$ cat src/rtl/plab4_net_router_sd_input_unit.sv
// ---------------------------------------------------------------------------
// plab4_net_router_sd_input_unit
//
// Security-domain input unit for one router input port. Every security
// domain gets its own FIFO so that traffic in one domain can never block or
// reveal timing to another. A time-division scheduler hands the dequeue side
// to one domain at a time for p_slot_cycles cycles. The last p_dead_cycles
// cycles of each slot are kept idle so that a dequeue started by one domain
// cannot spill over into the next domain's slot.
//
// Ports:
//   clk       clock, all state changes on the rising edge
//   reset     synchronous, active-high; flushes every queue
//   in_val    upstream message valid
//   in_rdy    queue[in_sd] can take in_msg (depends on in_sd only)
//   in_msg    upstream message
//   in_sd     security domain of in_msg
//   deq_val   head of queue[cur_sd] presented and the window is open
//   deq_rdy   downstream accepts deq_msg
//   deq_msg   head entry of queue[cur_sd]
//   deq_sd    currently scheduled domain
//   num_free  free entries in queue[cur_sd]
//   sd_err    sticky: a message arrived with an out-of-range domain ID
// ---------------------------------------------------------------------------
module plab4_net_router_sd_input_unit #(
  parameter int p_msg_nbits      = 41,
  parameter int p_num_domains    = 2,
  parameter int p_sd_nbits       = 1,
  parameter int p_num_msgs       = 4,
  parameter int p_num_free_nbits = 3,
  parameter int p_slot_cycles    = 1,
  parameter int p_dead_cycles    = 0
) (
  input  logic                        clk,
  input  logic                        reset,
  input  logic                        in_val,
  output logic                        in_rdy,
  input  logic [p_msg_nbits-1:0]      in_msg,
  input  logic [p_sd_nbits-1:0]       in_sd,
  output logic                        deq_val,
  input  logic                        deq_rdy,
  output logic [p_msg_nbits-1:0]      deq_msg,
  output logic [p_sd_nbits-1:0]       deq_sd,
  output logic [p_num_free_nbits-1:0] num_free,
  output logic                        sd_err
);

  localparam int c_cnt_nbits  = $clog2(p_num_msgs + 1);
  localparam int c_ptr_nbits  = $clog2(p_num_msgs);
  localparam int c_slot_nbits = (p_slot_cycles > 1) ? $clog2(p_slot_cycles) : 1;

  // Domain IDs are compared one bit wider so that a fully populated ID
  // space (p_num_domains == 2**p_sd_nbits) still yields a valid bound.
  localparam logic [p_sd_nbits:0]       c_num_domains = (p_sd_nbits+1)'(p_num_domains);
  localparam logic [p_sd_nbits-1:0]     c_last_sd     = p_sd_nbits'(p_num_domains - 1);
  localparam logic [c_slot_nbits-1:0]   c_last_slot   = c_slot_nbits'(p_slot_cycles - 1);
  localparam logic [c_slot_nbits:0]     c_win_cycles  = (c_slot_nbits+1)'(p_slot_cycles - p_dead_cycles);
  localparam logic [c_cnt_nbits-1:0]    c_depth       = c_cnt_nbits'(p_num_msgs);
  localparam logic [c_ptr_nbits-1:0]    c_last_ptr    = c_ptr_nbits'(p_num_msgs - 1);
  localparam logic [p_num_free_nbits-1:0] c_free_max  = p_num_free_nbits'(p_num_msgs);

  logic [c_slot_nbits-1:0] slot_cnt;
  logic [p_sd_nbits-1:0]   cur_sd;
  logic                    slot_wrap;
  logic                    win;

  logic [p_num_domains-1:0] full;
  logic [p_num_domains-1:0] empty;
  logic [p_num_domains-1:0] sel_in;
  logic [p_num_domains-1:0] sel_cur;
  logic [c_cnt_nbits-1:0]   count [p_num_domains];
  logic [p_msg_nbits-1:0]   head  [p_num_domains];

  logic                     legal;
  logic                     full_in;
  logic                     empty_cur;
  logic [c_cnt_nbits-1:0]   cnt_cur;
  logic [p_msg_nbits-1:0]   head_cur;
  logic                     enq_fire;
  logic                     deq_fire;

  // Scheduler: the slot counter free-runs regardless of traffic so that the
  // ownership pattern is fixed and cannot be modulated by any domain.
  assign slot_wrap = (slot_cnt == c_last_slot);
  assign win       = ({1'b0, slot_cnt} < c_win_cycles);

  always_ff @(posedge clk) begin
    if (reset) begin
      slot_cnt <= '0;
      cur_sd   <= '0;
    end else begin
      slot_cnt <= slot_wrap ? '0 : slot_cnt + c_slot_nbits'(1);
      if (slot_wrap)
        cur_sd <= (cur_sd == c_last_sd) ? '0 : cur_sd + p_sd_nbits'(1);
    end
  end

  // One normal (non-bypass) FIFO per domain with modulo pointers so that
  // non-power-of-two depths work.
  for (genvar d = 0; d < p_num_domains; d++) begin : g_queue
    logic [p_msg_nbits-1:0] mem [p_num_msgs];
    logic [c_ptr_nbits-1:0] rd_ptr;
    logic [c_ptr_nbits-1:0] wr_ptr;
    logic [c_cnt_nbits-1:0] cnt;
    logic                   enq;
    logic                   deq;

    assign sel_in[d]  = ({1'b0, in_sd} == (p_sd_nbits+1)'(d));
    assign sel_cur[d] = (cur_sd == p_sd_nbits'(d));
    assign enq        = enq_fire & sel_in[d];
    assign deq        = deq_fire & sel_cur[d];
    assign count[d]   = cnt;
    assign full[d]    = (cnt == c_depth);
    assign empty[d]   = (cnt == '0);
    assign head[d]    = mem[rd_ptr];

    always_ff @(posedge clk) begin
      if (reset) begin
        rd_ptr <= '0;
        wr_ptr <= '0;
        cnt    <= '0;
      end else begin
        if (enq)
          wr_ptr <= (wr_ptr == c_last_ptr) ? '0 : wr_ptr + c_ptr_nbits'(1);
        if (deq)
          rd_ptr <= (rd_ptr == c_last_ptr) ? '0 : rd_ptr + c_ptr_nbits'(1);
        if (enq && !deq)
          cnt <= cnt + c_cnt_nbits'(1);
        else if (deq && !enq)
          cnt <= cnt - c_cnt_nbits'(1);
      end
    end

    // Storage needs no reset; the counters alone define what is valid.
    always_ff @(posedge clk) begin
      if (enq)
        mem[wr_ptr] <= in_msg;
    end
  end

  // Select the queue addressed by the arriving domain (enqueue side) and by
  // the scheduled domain (dequeue side). An illegal in_sd matches no queue.
  always_comb begin
    full_in   = 1'b0;
    empty_cur = 1'b1;
    cnt_cur   = '0;
    head_cur  = '0;
    for (int d = 0; d < p_num_domains; d++) begin
      if (sel_in[d])
        full_in = full[d];
      if (sel_cur[d]) begin
        empty_cur = empty[d];
        cnt_cur   = count[d];
        head_cur  = head[d];
      end
    end
  end

  // in_rdy depends only on in_sd and registered counts, so a full queue
  // stays not-ready even in a cycle where it also dequeues.
  assign legal    = ({1'b0, in_sd} < c_num_domains);
  assign in_rdy   = legal & ~full_in;
  assign enq_fire = in_val & in_rdy;

  assign deq_val  = win & ~empty_cur;
  assign deq_fire = deq_val & deq_rdy;
  assign deq_msg  = head_cur;
  assign deq_sd   = cur_sd;
  assign num_free = c_free_max - p_num_free_nbits'(cnt_cur);

  // Sticky illegal-domain flag, cleared only by reset.
  always_ff @(posedge clk) begin
    if (reset)
      sd_err <= 1'b0;
    else if (in_val && !legal)
      sd_err <= 1'b1;
  end

endmodule
$ cat config.mk
export PLATFORM = sky130hd
export DESIGN_NAME = plab4_net_router_sd_input_unit
export DESIGN_NICKNAME = d
export VERILOG_FILES = /design/src/rtl/plab4_net_router_sd_input_unit.sv
export SDC_FILE = /design/constraint.sdc
export NUM_CORES = 1
export LEC_CHECK = 0
export CELL_PAD_IN_SITES_DETAIL_PLACEMENT = 1
export CELL_PAD_IN_SITES_GLOBAL_PLACEMENT = 1
export CORE_AREA = 3 3 219 221
export CTS_BUF_LIST = sky130_fd_sc_hd__clkbuf_2 sky130_fd_sc_hd__clkbuf_4 sky130_fd_sc_hd__clkbuf_8
export DETAILED_ROUTE_END_ITERATION = 7
export DIE_AREA = 0 0 222 224
export PLACE_DENSITY = 0.54
export SLEW_MARGIN = 15
export SYNTH_ARGS = -nofsm -noshare
export SYNTH_HDL_FRONTEND = slang
export SYNTH_SLANG_ARGS = --single-unit
export TNS_END_PERCENT = 30
$ cat constraint.sdc
create_clock -name clk -period 2.4 [get_ports clk]
set_clock_uncertainty 0.05 [all_clocks]
set_input_delay 0.48 -clock clk [delete_from_list [all_inputs] [get_ports clk]]
set_output_delay 0.48 -clock clk [all_outputs]
set_load 0.005 [all_outputs]
== Word-level counts from Yosys, hierarchy flattened ==
Memories as Yosys holds them, arrays and structs flattened. A register that Yosys moved wholly into a read port is not among the register bits.
Index checks and enable logic that the tools add are counted.

* Bits in registers: 16
* Bits in latches: 0
* Bits in writable memories: 328
* Memory bits (read-only): 0
* Input bits: 46
* Memories: 2

{| class="wikitable"
|+ Memories
! memory !! depth !! width !! rd ports !! clocked after Yosys merged registers in !! write ports !! line !! text
|-
| g_queue[0].mem || 4 || 41 || 1 || 1 || 1 || 101 || <nowiki>logic [p_msg_nbits-1:0] mem [p_num_msgs];</nowiki>
|-
| g_queue[1].mem || 4 || 41 || 1 || 1 || 1 || 101 ||
|}

* $add $sub $neg: 11
* Multiply operators: 0
* Divide/modulo/power cells: 0
* Magnitude comparators: 1
* Equal/unequal tests: 6
* Shift-type cells: 0
* Muxes and demuxes: 21
* Bitwise operators: 12
* Reductions and logical operators: 13

{| class="wikitable"
|+ Operators with widths
! operator !! count
|-
| two-way mux 41 bit || 1
|-
| two-way mux 2 bit || 8
|-
| two-way mux 3 bit || 5
|-
| adder 2 x 1 -> 2 bit (second input constant) || 4
|-
| equality test 2 bit (second input constant) || 4
|-
| bitwise AND 1 bit || 7
|-
| two-way mux 1 bit || 7
|-
| adder 3 x 1 -> 3 bit (second input constant) || 2
|-
| equality test 3 bit (second input constant) || 2
|-
| logical NOT 3 bit || 2
|-
| subtractor 3 x 1 -> 3 bit (second input constant) || 2
|-
| inverter 1 bit || 5
|-
| logical AND 1 bit || 4
|-
| logical NOT 1 bit || 4
|-
| nonzero test 2 bit || 2
|-
| subtractor 3 bit (first input constant) || 1
|-
| adder 1 bit (second input constant) || 2
|-
| OR reduction 2 bit || 1
|-
| < comparator 1 bit (second input constant) || 1
|}

== Logic depth before layout (Yosys ltp) ==
Gate-level depths: netlist (run 1).

* Depth after elaboration: 9
* Gate-level depth with buffers: 9
* Depth with buffers taken out: 9

== Least setup slack after synthesis (run 1) ==
OpenSTA, ideal clock, no wires.

* Path kind: input -> register
* Start point: input in_val
* End point: memory g_queue[0].mem[0][0] (enable)
* Arrival: 1.875 ns
* Required time: 1.947 ns
* Path slack: 0.072 ns
* Stages on the path: 2
* Path buffers: 0
* Path through: nor2b_1 and3_1

* Longest elaborated chain between the ends: 4

{| class="wikitable"
|+ Ends and longest elaborated chain
! what !! line !! text
|-
| start: declaration || 36 || <nowiki>input logic in_val,</nowiki>
|-
| bitwise AND 1 bit || 163 || <nowiki>assign enq_fire = in_val & in_rdy;</nowiki>
|-
| bitwise AND 1 bit || 110 || <nowiki>assign enq = enq_fire & sel_in[d];</nowiki>
|-
| two-way mux 1 bit || 136 || <nowiki>if (enq)</nowiki>
|-
| two-way mux 1 bit (not written as such) || 137 || <nowiki>mem[wr_ptr] <= in_msg;</nowiki>
|-
| end: declaration || 101 ||
|}

No other way between the ends.

==> results.toml, run 1 <==
[route]
drt_first_pass_iters = 4
drc = 0
drt-total-wl_um = 31650
ant_nets = 0
wire_per_inst_um = 20.85
avgViaCountPerCell = 4.590
drt_iter0_markers = 422
vias = 6968

[floorplan]
rows = 79
core_region_area_um2 = 46360
start_util_pct = 29.64
die_h_um = 224
io-pin-count = 94
die_w_um = 222
dieArea_um2 = 49730

[final_layout]
n_fill_cell = 4546
n_antenna_cell = 0
drive_gt1_share_pct = 33.70
multi_input_area_um2 = 3298
instances_no_fill = 1518
fin_nets = 933
utilization_pct = 36.87
regArea_um2 = 10270
syn2layout_area_growth_pct = 24.37

[logic_synthesis]
yosys-top-cells-area = "edfxtp_1, mux4_2, mux2i_1, o221ai_2, dfxtp_1"
synth_cell_types = 42
yosysWarnings = 0
syn_area_per_cell_um2 = 19.89
yosysTopAreaCellShare_pct = 71.67
synth.largest_area_cell = "edfxtp_1"
yosysSeqAreaShare_pct = 74.59
synth_cells = 691
ys_ff_latch = 348
syn_area_um2 = 13740

[setup_path]
cpMaxStageDelayCell = "mux4_2"
critPathBufInv = 4
required_ps = 1870
cp_max_fo = 7
ff2ff_setup_slack_ps = 160
crit_arrival_ps = 2230
cp_top_family = "buffers and inverters"
path_cells = "buf_12 > buf_12 > buf_6 > mux4_2 > nand2_2 > o221ai_4 > buf_2"
r2r_cells = 9
cp_num_cells = 7
critical_path_class = "reg2out"
cpMostUsedCell = "buf_12"
critPathMaxStageDelay_ps = 500
worstSetupStartpointType = "flip-flop"
endpoint_kind = "output pin"

[power]
p_leak_nw = 5.449
pwr_density_cell_nw_per_um2 = 779.4
irDropWorstVdd_v = 0.0003108

[sta]
period_share_pct = 114.8
rsz0062_at_grt = "true"
fin_setup_tns_ps = -10280
hold_slack_ps = 444.2
hold_viol = 0
fin_ws_ps = -355.7
final_max_slew_viol_count = 0
period_needed_ps = 2756
setup_viol = 42
fmax_mhz = 362.9

[clocking]
clk_latency_ps = 600
cts_root_buf = "clkbuf_8"
clock_path_buffers = 3
cts-buffers-inserted = 56
tritoncts = "built"
cts.sinks = 348
path_clk_slew_ps = 60
htreeDepth = 2

[placement]
gpl.final_weighted_congestion = 0.6643
dp_hpwl_um = 18330
dp_cells = 1406
portBuffers = 92
dp_worst_setup_slack_ps = -314.6

[global_routing]
grt_overflow = 0
track_usage_pct = 12.79
grt_max_degree = 42
grt_first_pass_wirelength_um = 48620
antenna_found_initial = 1
grt_pass1_vias = 7711

[status]
violations = "negative setup slack"
status = "finished, violations left"

[worst_hold_path]
whs_path_depth = 2
hold_path_class = "reg2reg"

[run]
cap_violations = 0
[final timing paths]
check                                     startpoint                end
worst min-delay path            g_queue[0].rd_ptr[1]          flip-flop
worst min register to register  g_queue[0].rd_ptr[1]          flip-flop
worst max register to register     g_queue[1].cnt[0]  g_queue[1].cnt[2]
worst max-delay path                       flip-flop        deq_msg[11]
[per-layer routing]
layer,part of all wire (%),track usage (%)
met1,46,17.52
met3,4.0,2.516
met2,48,20.98
met5,0.041,0
met4,1.7,3.385
[timing repair]
item                                    in CTS  in global routing
cloned                                       1                  0
endpoints found under the setup margin      46                 46
hold buffers                                 0                  0
setup buffers                               10                  6
gates resized for setup                    130                 48
[layout by cell type (no fill, tap or decap), types with 3 or more instances in the layout]
cell type	synthesis	layout
xor2_1	5	5
dlygate4sd2_1	0	10
a21oi_1	6	5
clkdlybuf4s15_2	0	3
buf_6	1	7
clkbuf_4	0	21
nand3_1	4	4
nor2b_1	3	3
o221ai_2	40	40
nor3_1	4	4
buf_2	25	18
clkdlybuf4s50_1	0	46
clkinv_1	0	13
dfxtp_4	0	4
o21ai_0	4	4
ha_1	13	13
nor2_1	7	6
and3_2	0	8
clkinv_2	0	3
buf_12	4	29
edfxtp_1	328	328
clkbuf_2	1	12
dfxtp_2	0	3
nand2_2	0	13
buf_4	1	30
or3_1	5	5
dfxtp_1	20	13
clkbuf_8	0	56
nand2_1	47	34
inv_1	9	9
mux2i_1	89	88
mux4_2	40	41
[cell type report]
cell class,instances,area share (%)
Tap cell,607,4.444
Timing Repair Buffer,160,9.839
Clock buffer,77,5.432
Inverter,9,0.1977
Multi-Input combinational cell,297,19.30
Clock inverter,20,0.7101
Sequential cell,348,60.08
[where the power goes]
part	switching [W]	internal [W]	leakage, nW	total [W]
logic	0.000824	0.000725	1.75	0.00155
clock network	0.00224	0.00260	0.556	0.00484
registers	0.0000765	0.00686	3.14	0.00693
total	0.00314	0.0102	5.45	0.0133
[state kept, by name, summed over array words and instances, names as in the netlist, named ones only]
| name | flops |
|---|---|
| g_queue.rd_ptr | 4 |
| slot_cnt | 1 |
| g_queue.mem | 328 |
| g_queue.cnt | 6 |
| g_queue.wr_ptr | 4 |
| deq_sd | 1 |
[worst min-delay path, cell delays in order (launching register included)]
cell     delay (ps)
dfxtp_1         310
nand2_1          50
mux2i_1          80
[through the flow]
stage	power, W	instance area, µm²
after floorplan	0.007781	13750
after global routing	0.01398	17090
final	0.01332	17090
after global placement	0.008699	15900
after detailed placement	0.008715	15900
after CTS	0.01357	17130
[synthesized netlist by cell type]
cell / number
edfxtp_1: 328
mux2i_1: 89
nand2_1: 47
mux4_2: 40
o221ai_2: 40
buf_2: 25
dfxtp_1: 20
ha_1: 13
inv_1: 9
and3_1: 8
nor2_1: 7
a21oi_1: 6
or3_1: 5
xor2_1: 5
buf_12: 4
clkbuf_1: 4
nand3_1: 4
nor3_1: 4
o21ai_0: 4
nor2b_1: 3
buf_1: 2
fa_1: 2
nand2b_1: 2
or2_2: 2
a21o_1: 1
and2_1: 1
and2_4: 1
and3_4: 1
buf_4: 1
buf_6: 1
clkbuf_2: 1
conb_1: 1
mux2_4: 1
mux4_1: 1
nor3b_1: 1
o221ai_1: 1
o311ai_0: 1
o31ai_1: 1
o31ai_2: 1
or3b_1: 1
or3b_2: 1
xnor2_1: 1
[cell families after synthesis]
kind of cell / count (synthesis) / synth area share (%)
fa+ha+maj: 15 / 1.475
compound gates: 55 / 5.062
flops: 348 / 74.59
mux: 131 / 13.34
buf+inv: 47 / 2.076
other cells: 1 / 0.02729
xor+xnor: 6 / 0.3824
simple gates: 88 / 3.050
No activity file was read; power rests on OpenSTA's default activity.
==> run 2, diff against run 1 <==
- CELL_PAD_IN_SITES_DETAIL_PLACEMENT: 1 -> not set
- CELL_PAD_IN_SITES_GLOBAL_PLACEMENT: 1 -> not set
- PLACE_DENSITY: 0.54 -> 0.49
- clock period: 2.4 -> 2.5 ns (I/O delays scaled with it)
==> run 2 against run 1 <==
  * The flow still finishes with violations (negative setup slack)
  * Routed wire length shrank 3.3%
  * Power down 3.1%
  * Die area did not move
  * Sequential power fell by 4.0%
  * Global-route usage decreased by 0.40 points
  * Non-clock buffer count fell by 6
  * Final cell count hardly changed
  * Flip-flop and latch count unchanged
  * Clock power about the same
  * Clock-buffer cell count down 6
  * Critical path type unchanged
  * Highest routed layer unchanged
==> results.toml, run 2 (synthesized netlist as in run 1, its figures left out) <==
[status]
status = "finished, violations left"
violations = "negative setup slack"

[power]
pwr_density_cell_nw_per_um2 = 754.7
combPwrFrac_pct = 11.1
p_leak_nw = 5.410
internal_power_w = 0.009874
pwr-share-seq_pct = 51.5
irDropWorstVdd_v = 0.0003377
switching_share_pct = 23.51
switching_power_w = 0.003035
power.total_w = 0.01291
pwr-share-clk_pct = 37.3

[worst_hold_path]
hold_path_class = "reg2reg"
hp-start = "g_queue[1].rd_ptr[1]"

[setup_path]
worstSetupStartpointType = "flip-flop"
critPathMaxStageDelay_ps = 470
crit_arrival_ps = 2220
reg2reg_from = "g_queue[1].cnt[0]"
cpMaxStageDelayCell = "mux4_2"
endpoint_kind = "output pin"
critical_path_class = "reg2out"
cpMostUsedCell = "buf_12"
path_cells = "buf_12 > buf_12 > buf_4 > mux4_2 > nand2_1 > o221ai_2 > buf_2"
cp_max_fo = 7
required_ps = 1950
ff2ff_setup_slack_ps = 280

[route]
wire_per_inst_um = 20.18
avgViaCountPerCell = 4.557
drt_first_pass_iters = 4
vias = 6913
drt_iter0_markers = 392
ant_nets = 0
drc = 0
drt-total-wl_um = 30610

[floorplan]
io-pin-count = 94
dieArea_um2 = 49730
core_region_area_um2 = 46360
die_h_um = 224
start_util_pct = 29.64
die_w_um = 222
rows = 79

[global_routing]
grt_overflow = 0
grt_pass1_vias = 7330
grt_first_pass_wirelength_um = 46580
track_usage_pct = 12.39
grt_max_degree = 42
antenna_found_initial = 2

[placement]
dp_hpwl_um = 17750
gpl.final_weighted_congestion = 0.6962
dp_cells = 1403
portBuffers = 92

[final_layout]
instances_no_fill = 1517
largest_register_ffs = 328
layout_commonest_cell = "edfxtp_1"
largest-register = "g_queue.mem"
utilization_pct = 36.90
reg_top3 = "g_queue.mem x328, g_queue.cnt x6"
syn2layout_area_growth_pct = 24.47
fin_nets = 927
layout_common_cells = "edfxtp_1, mux2i_1, clkbuf_8"
drive_gt1_share_pct = 36.41

[clocking]
clock_path_buffers = 3
cts_root_buf = "clkbuf_8"
cts_hold_buf = 0
clk_latency_ps = 620
cts.sinks = 348
path_clk_slew_ps = 60
tritoncts = "built"
htreeDepth = 2
cts-buffers-inserted = 56

[sta]
worst_pin_slew_ps = 516.2
fin_ws_ps = -265.2
max_slew_margin_pct = 65.58
period_needed_ps = 2765
period_share_pct = 110.6
hold_viol = 0
setup_viol = 41
fmax_mhz = 361.6
rsz0062_at_grt = "true"
final_max_slew_viol_count = 0
fin_setup_tns_ps = -6411

[run]
cap_violations = 0
==> run 2: cell types whose count changed in the layout (fill, tap and decap cells not counted), moves of 4 or more <==
| cell | before | now |
|---|---|---|
| clkbuf_4 | 21 | 14 |
| clkinv_2 | 3 | 7 |
| dlygate4sd2_1 | 10 | 4 |
| clkinv_1 | 13 | 17 |
| buf_2 | 18 | 29 |
| nand2_2 | 13 | 34 |
| buf_6 | 7 | 2 |
| nand2_1 | 34 | 13 |
==> run 2: what timing repair did <==
item	CTS	global route
buffers inserted	9	3
resized for setup	185	31
endpoints found under the setup margin	46	43
gates cloned	2	0
pin swaps	1	1
==> run 2: per-layer routing <==
metal | part of all wire (%) | track usage, % | vias to the layer above
met5 | 0.036 | 0 | -
met4 | 2.5 | 4.541 | 2
met3 | 3.9 | 2.804 | 60
met2 | 47 | 19.68 | 126
met1 | 47 | 16.76 | 3573
li1 | - | - | 3152
==> run 2: cell type report <==
type                       instances  area, µm²
clock inverter                    30      211.5
antenna                            1      2.502
inverter                           9      33.78
tap                              607      759.5
clock buffer                      71      889.6
sequential                       348      10270
multi-input combinational        297       3353
timing repair buffer             154       1588
fill                            4259      29250
==> run 2: stage by stage <==
step           setup slack, ps  hold slack (ps)  cell area, µm²
2_1_floorplan            152.1            407.7           13750
3_3_place_gp            -106.3            428.3           15890
3_5_place_dp            -179.2            429.7           15890
4_1_cts                 -381.5            440.8           17140
5_1_grt                 -388.6            472.6           17100
6_report                -265.2            431.7           17100
==> run 2: worst max-delay path: cells and delay by family (launching register included) <==
family	cells	cell delay, ps
AO/OA/AOI/OAI	1	120
buffers and inverters	4	550
flip-flops	1	370
multiplexers	1	470
AND/OR/NAND/NOR	1	90
==> run 2: final timing paths <==
path	endpoint	cells after the start
setup / recovery	deq_msg[17]	7
hold / removal	flip-flop	2
setup reg to reg	g_queue[1].cnt[2]	9
hold reg to reg	flip-flop	2
==> run 2: power by group through the flow <==
stage / logic, W / registers (W) / clock network (W)
after floorplan: 0.000710 / 0.00676 / 0
after global placement: 0.00155 / 0.00677 / 0
after detailed placement: 0.00155 / 0.00677 / 0
after CTS: 0.00150 / 0.00665 / 0.00502
after global routing: 0.00158 / 0.00667 / 0.00525
final: 0.00144 / 0.00665 / 0.00482
==> run 3, diff against run 2 <==
- CAP_MARGIN: not set -> 30
==> results of run 3 <==
The final DEF is identical to that of run 2; final timing and power are the same.
